===== src/rtl/apb_master.sv =====
// apb_master: single-outstanding APB initiator; define APB_TIMEOUT_EN to abort ACCESS after TIMEOUT_CYCLES wait edges
module apb_master #(
  parameter int ADDR_width     = 4,
  parameter int DATA_width     = 8,
  parameter int TIMEOUT_CYCLES = 16
) (
  input  logic                  P_clk,
  input  logic                  P_reset,
  input  logic                  cmd_valid,
  output logic                  cmd_ready,
  input  logic                  cmd_write,
  input  logic [ADDR_width-1:0] cmd_addr,
  input  logic [DATA_width-1:0] cmd_wdata,
  output logic                  rsp_valid,
  output logic [DATA_width-1:0] rsp_rdata,
  output logic                  rsp_slverr,
  output logic                  rsp_timeout,
  output logic                  P_sel,
  output logic                  P_enable,
  output logic                  P_write,
  output logic [ADDR_width-1:0] P_addr,
  output logic [DATA_width-1:0] P_wdata,
  input  logic [DATA_width-1:0] P_rdata,
  input  logic                  P_ready,
  input  logic                  P_slverr
);
  typedef enum logic [1:0] {IDLE, SETUP, ACCESS} state_t;
  state_t state;
`ifdef APB_TIMEOUT_EN
  localparam int CW = $clog2(TIMEOUT_CYCLES + 1);
  logic [CW-1:0] cnt;
`else
  assign rsp_timeout = 1'b0;
`endif
  always_ff @(posedge P_clk) begin
    if (P_reset) begin
      state      <= IDLE;
      cmd_ready  <= 1'b1;
      rsp_valid  <= 1'b0;
      rsp_rdata  <= '0;
      rsp_slverr <= 1'b0;
      P_sel      <= 1'b0;
      P_enable   <= 1'b0;
      P_write    <= 1'b0;
      P_addr     <= '0;
      P_wdata    <= '0;
`ifdef APB_TIMEOUT_EN
      rsp_timeout <= 1'b0;
      cnt         <= '0;
`endif
    end else begin
      rsp_valid <= 1'b0;
      case (state)
        IDLE: if (cmd_valid) begin
          P_write   <= cmd_write;
          P_addr    <= cmd_addr;
          P_wdata   <= cmd_wdata;
          P_sel     <= 1'b1;
          cmd_ready <= 1'b0;
          state     <= SETUP;
        end
        SETUP: begin
          P_enable <= 1'b1;
          state    <= ACCESS;
`ifdef APB_TIMEOUT_EN
          cnt <= '0;
`endif
        end
        ACCESS: if (P_ready) begin
          rsp_valid  <= 1'b1;
          rsp_slverr <= P_slverr;
          if (!P_write) rsp_rdata <= P_rdata;
          P_sel      <= 1'b0;
          P_enable   <= 1'b0;
          cmd_ready  <= 1'b1;
          state      <= IDLE;
`ifdef APB_TIMEOUT_EN
          rsp_timeout <= 1'b0;
        end else if (cnt == CW'(TIMEOUT_CYCLES - 1)) begin
          // this is the TIMEOUT_CYCLES-th consecutive wait edge: abort with error
          rsp_valid   <= 1'b1;
          rsp_slverr  <= 1'b1;
          rsp_timeout <= 1'b1;
          P_sel       <= 1'b0;
          P_enable    <= 1'b0;
          cmd_ready   <= 1'b1;
          state       <= IDLE;
        end else begin
          cnt <= cnt + 1'b1;
`endif
        end
        default: state <= IDLE;
      endcase
    end
  end
endmodule


===== config.mk =====
export PLATFORM = sky130hd
export DESIGN_NAME = apb_master
export DESIGN_NICKNAME = d
export VERILOG_FILES = /design/src/rtl/apb_master.sv
export SDC_FILE = /design/constraint.sdc
export NUM_CORES = 1
export LEC_CHECK = 0
export ABC_AREA = 1
export BUFFER_PORTS_ARGS = -buffer_cell sky130_fd_sc_hd__buf_4
export CORE_MARGIN = 3
export CORE_UTILIZATION = 34
export CTS_CLUSTER_DIAMETER = 200
export DETAILED_ROUTE_END_ITERATION = 8
export GPL_ROUTABILITY_DRIVEN = 0
export GPL_TIMING_DRIVEN = 0
export PLACE_DENSITY = 0.61
export SKIP_CTS_REPAIR_TIMING = 1
export SLEW_MARGIN = 20
export SYNTH_ARGS = -nofsm -noshare
export SYNTH_HDL_FRONTEND = slang
export SYNTH_SLANG_ARGS = --single-unit
export TNS_END_PERCENT = 1

===== constraint.sdc =====
create_clock -name P_clk -period 1.25 [get_ports P_clk]
set_input_delay 0.125 -clock P_clk [delete_from_list [all_inputs] [get_ports P_clk]]
set_output_delay 0.125 -clock P_clk [all_outputs]
set_load 0.01 [all_outputs]

# Word-level counts from Yosys, hierarchy flattened
# Index checks and enable logic that the tools add are counted.
[totals]
input_bits = 26
register_bits = 28
out_inout_bits = 27
elab_cells = 37
[classes]
n_mux = 11
n_bitwise = 2
n_reduce_logical = 10
n_eq_ne = 4
[ops]
columns = ["cell", "n"]
rows = [
  ["AND reduction 2 bit", 4],
  ["case mux 1 bit (2 select lines)", 3],
  ["case mux 2 bit (3 select lines)", 1],
  ["AND reduction 3 bit", 2],
  ["2-to-1 mux 1 bit", 5],
  ["2-to-1 mux 2 bit", 2],
  ["inequality test 2 bit, second input constant", 2],
  ["nonzero test 2 bit", 2],
  ["== test 2 x 1 -> 1 bit, second input constant", 1],
  ["== test 2 bit, second input constant", 1],
  ["logical NOT 2 bit", 1],
  ["NOT 1 bit", 2],
  ["OR reduction 2 bit", 1],
]

# Depth between registers and ports, before layout
[logic_depth]
word_depth = 3
ltp_mapped = 6

# Least setup slack after synthesis
# Ideal clock, no wire load.
[synth_path]
path_type = "reg-to-reg"
startpoint = "register state[1]"
endpoint = "register P_enable"
setup_ns = 0.114
stages_incl_launch_ff = 6
required_ns = 1.136
period_less_slack_ns = 0.983
slack_ns = 0.267
arrival_ns = 0.869
path_cell_list = "dfxtp_1 > inv_1 > nor2_4 > nand2_1 > nand3_1 > nand2_1"
[synth_via]
elab_chain_cells = 3
[synth_lines]
columns = ["element", "line", "rtl"]
rows = [
  ["start: declaration", "28", "state_t state;"],
  ["start signal: assignment", "37", "state <= IDLE;"],
  ["start signal: assignment", "60", "state <= SETUP;"],
  ["start signal: assignment", "64", "state <= ACCESS;"],
  ["== test 2 bit or == test 2 x 1 -> 1 bit (tied branches)", "53", "case (state)"],
  ["inequality test 2 bit (no line) or nonzero test 2 bit (tied branches)", "-", ""],
  ["AND reduction 2 bit (no line)", "-", ""],
  ["end signal: assignment", "43", "P_enable <= 1'b0;"],
  ["end signal: assignment", "63", "P_enable <= 1'b1;"],
  ["end signal: assignment", "74", "P_enable <= 1'b0;"],
  ["end: declaration", "19", "output logic P_enable,"],
]
# Parallel ways exist; a longest one is shown, timed or not.
# A chain may end at the register's enable or synchronous reset.

# Final worst setup path
[layout_path]
startpoint = "register state[0]"
endpoint = "register P_wdata[6]"
[layout_via]
elab_chain_cells = 2
[layout_lines]
columns = ["element", "line", "rtl"]
rows = [
  ["logical NOT 2 bit", "53", ""],
  ["AND reduction 2 bit (no line)", "-", ""],
  ["end signal: assignment", "57", "P_wdata <= cmd_wdata;"],
  ["end: declaration", "22", "output logic [DATA_width-1:0] P_wdata,"],
]
# No other way between the ends.

==> flow_summary.json <==
{
  "status": "finished clean",
  "maxCapViolCount": 0,
  "final.setup_skew_ps": 11.3,
  "layout-drive-gt1-share_pct": 31.1,
  "setup_viol": 0,
  "dp_hpwl_um": 2100,
  "clock_latency_ps": 330,
  "synthCells": 155,
  "p_leak_nw": 0.829,
  "io_pins": 53,
  "row_count": 20,
  "die_w_um": 64.1,
  "max_freq_ghz": 0.866,
  "rsz0062_at_grt": "no",
  "n_fill_cell": 320,
  "syn_to_final_growth_pct": 44.2,
  "clk_transition_reported_paths_ps": 150,
  "final.setup.tns_ps": 0,
  "synth_nets": 181,
  "critPathRequiredTime_ps": 1480,
  "die_y_um": 64.1,
  "synth.distinct_cells": 18,
  "via_per_inst": 4.36,
  "yosysSeqAreaShare_pct": 48.9,
  "hold_viol": 0,
  "critPathCaptureType": "flip-flop",
  "fp.coreArea_mm2": 0.00313,
  "layout_min_cycle_time_ps": 1150,
  "grt.total_usage_pct": 13.7,
  "drt_pass1_iterations": 4,
  "arrival_ps": 1390,
  "grt_pass1_wl_um": 4620,
  "final_max_slew_viol_count": 0,
  "grt_max_degree": 16,
  "wirelength_um": 2750,
  "cts-root-buf": "clkbuf_4",
  "dpl_cell_area_mm2": 0.00159,
  "crit_fanout": 10,
  "vias": 1115,
  "io_buffer_count": 51,
  "cp-start-kind": "flip-flop",
  "antenna_found_initial": 0,
  "netlist_area_mm2": 0.00115,
  "pwr_density_cell_mw_per_mm2": 1100,
  "cts_buffer_depth": 2,
  "ir_worst_vdd_mv": 0.467,
  "cts_made_buffers": 3,
  "clock_sinks": 28,
  "min_period_over_period_pct": 92.4,
  "grt_pass1_vias": 1039,
  "crit_type": "reg -> reg",
  "antenna_left": 0,
  "finalInstanceArea_mm2": 0.00165,
  "hold_path.class": "in -> reg",
  "ys_ff_latch": 28,
  "cts_tree": "built",
  "wl_per_cell_um": 10.8,
  "drtIter0Drc": 81,
  "htree_levels": 1,
  "drcViolationCount": 0,
  "yosys_warnings": 0,
  "overflow": 0,
  "dieArea_mm2": 0.00411,
  "final_nets": 239,
  "start_util_pct": 36.7,
  "antenna_cells": 0,
  "syn_area_per_cell_um2": 7.40
}
==> through the flow <==
step	hold WS [ps]	instances	util [%]	power (mW)	setup WS, ps
global placement	324	250	50.7	1.39	140
finish	13.4	256	52.9	1.82	95.1
floorplan	197	155	-	1.21	267
CTS	-36.9	254	51.8	1.84	62.0
detailed placement	328	250	50.7	1.40	96.3
global route	7.41	256	52.9	1.93	12.8
==> kinds of logic (layout without fill, tap and decap cells) <==
group | Yosys count | in the layout | share of synthesized area, %
other cells | 1 | 1 | 0.327
compound gates | 1 | 1 | 0.655
buf+inv | 21 | 78 | 8.07
simple gates | 104 | 104 | 42.1
flops | 28 | 28 | 48.9
==> synthesized netlist by cell type <==
cell	instances	area [um^2]
nand2_1	28	105
conb_1	1	3.75
buf_4	1	7.51
inv_1	13	48.8
buf_1	1	3.75
nand3b_1	13	97.6
o31ai_1	1	7.51
clkinv_1	1	3.75
nor2_1	45	169
nand4_1	1	6.26
nor2_4	3	33.8
inv_2	1	3.75
nand2_2	1	6.26
clkbuf_1	1	3.75
buf_2	2	10.0
nand3_1	13	65.1
dfxtp_1	28	561
buf_6	1	11.3
==> layout by cell type (no fill, tap or decap), drive strengths merged <==
master	netlist	layout
buf	5	57
nor2	48	48
nand2	29	29
dfxtp	28	28
inv	14	14
nand3	13	13
nand3b	13	13
clkbuf	1	5
clkinv	1	1
nand4	1	1
o31ai	1	1
conb	1	1
dlygate4sd3	0	1
==> state kept, by name, summed over array words and instances (netlist names), 2 cells and up <==
name,cells
P_addr,4
P_wdata,8
rsp_rdata,8
state,2
==> metal layers <==
layer / share of wire (%) / track usage (%) / vias to the layer above
li1: - / - / 589
met3: 7.3 / 2.64 / 4
met1: 44 / 17.6 / 489
met5: 0 / 0 / -
met4: 0.87 / 3.96 / 0
met2: 48 / 23.2 / 33
==> cell type report <==
type | count | area (um^2) | area share (%)
buffer | 6 | 36.3 | 2.19
clock buffer | 4 | 36.3 | 2.19
inverter | 15 | 56.3 | 3.40
multi-input combinational | 106 | 497 | 30.0
sequential | 28 | 561 | 33.9
tap | 44 | 55.1 | 3.33
timing repair buffer | 53 | 413 | 25.0
==> critical path, cell delays in order (launching register included) <==
cell and delay [ps]:
dfxtp_1 410, nor2_4 200, buf_2 230, nand3b_1 100, nand2_1 80, nor2_1 40
==> power by group <==
group / switching (mW) / internal, mW
registers: 0.0382 / 0.955
clock network: 0.259 / 0.178
logic: 0.189 / 0.202
==> final timing paths <==
path,slack [ps],from,cells after the start,to
setup reg to reg,100,state[0],5,P_wdata[6]
setup / recovery,100,state[0],5,P_wdata[6]
hold / removal,10,P_ready,2,state[1]
hold reg to reg,480,rsp_slverr,2,rsp_slverr
Power figures use the tool's default switching activity.
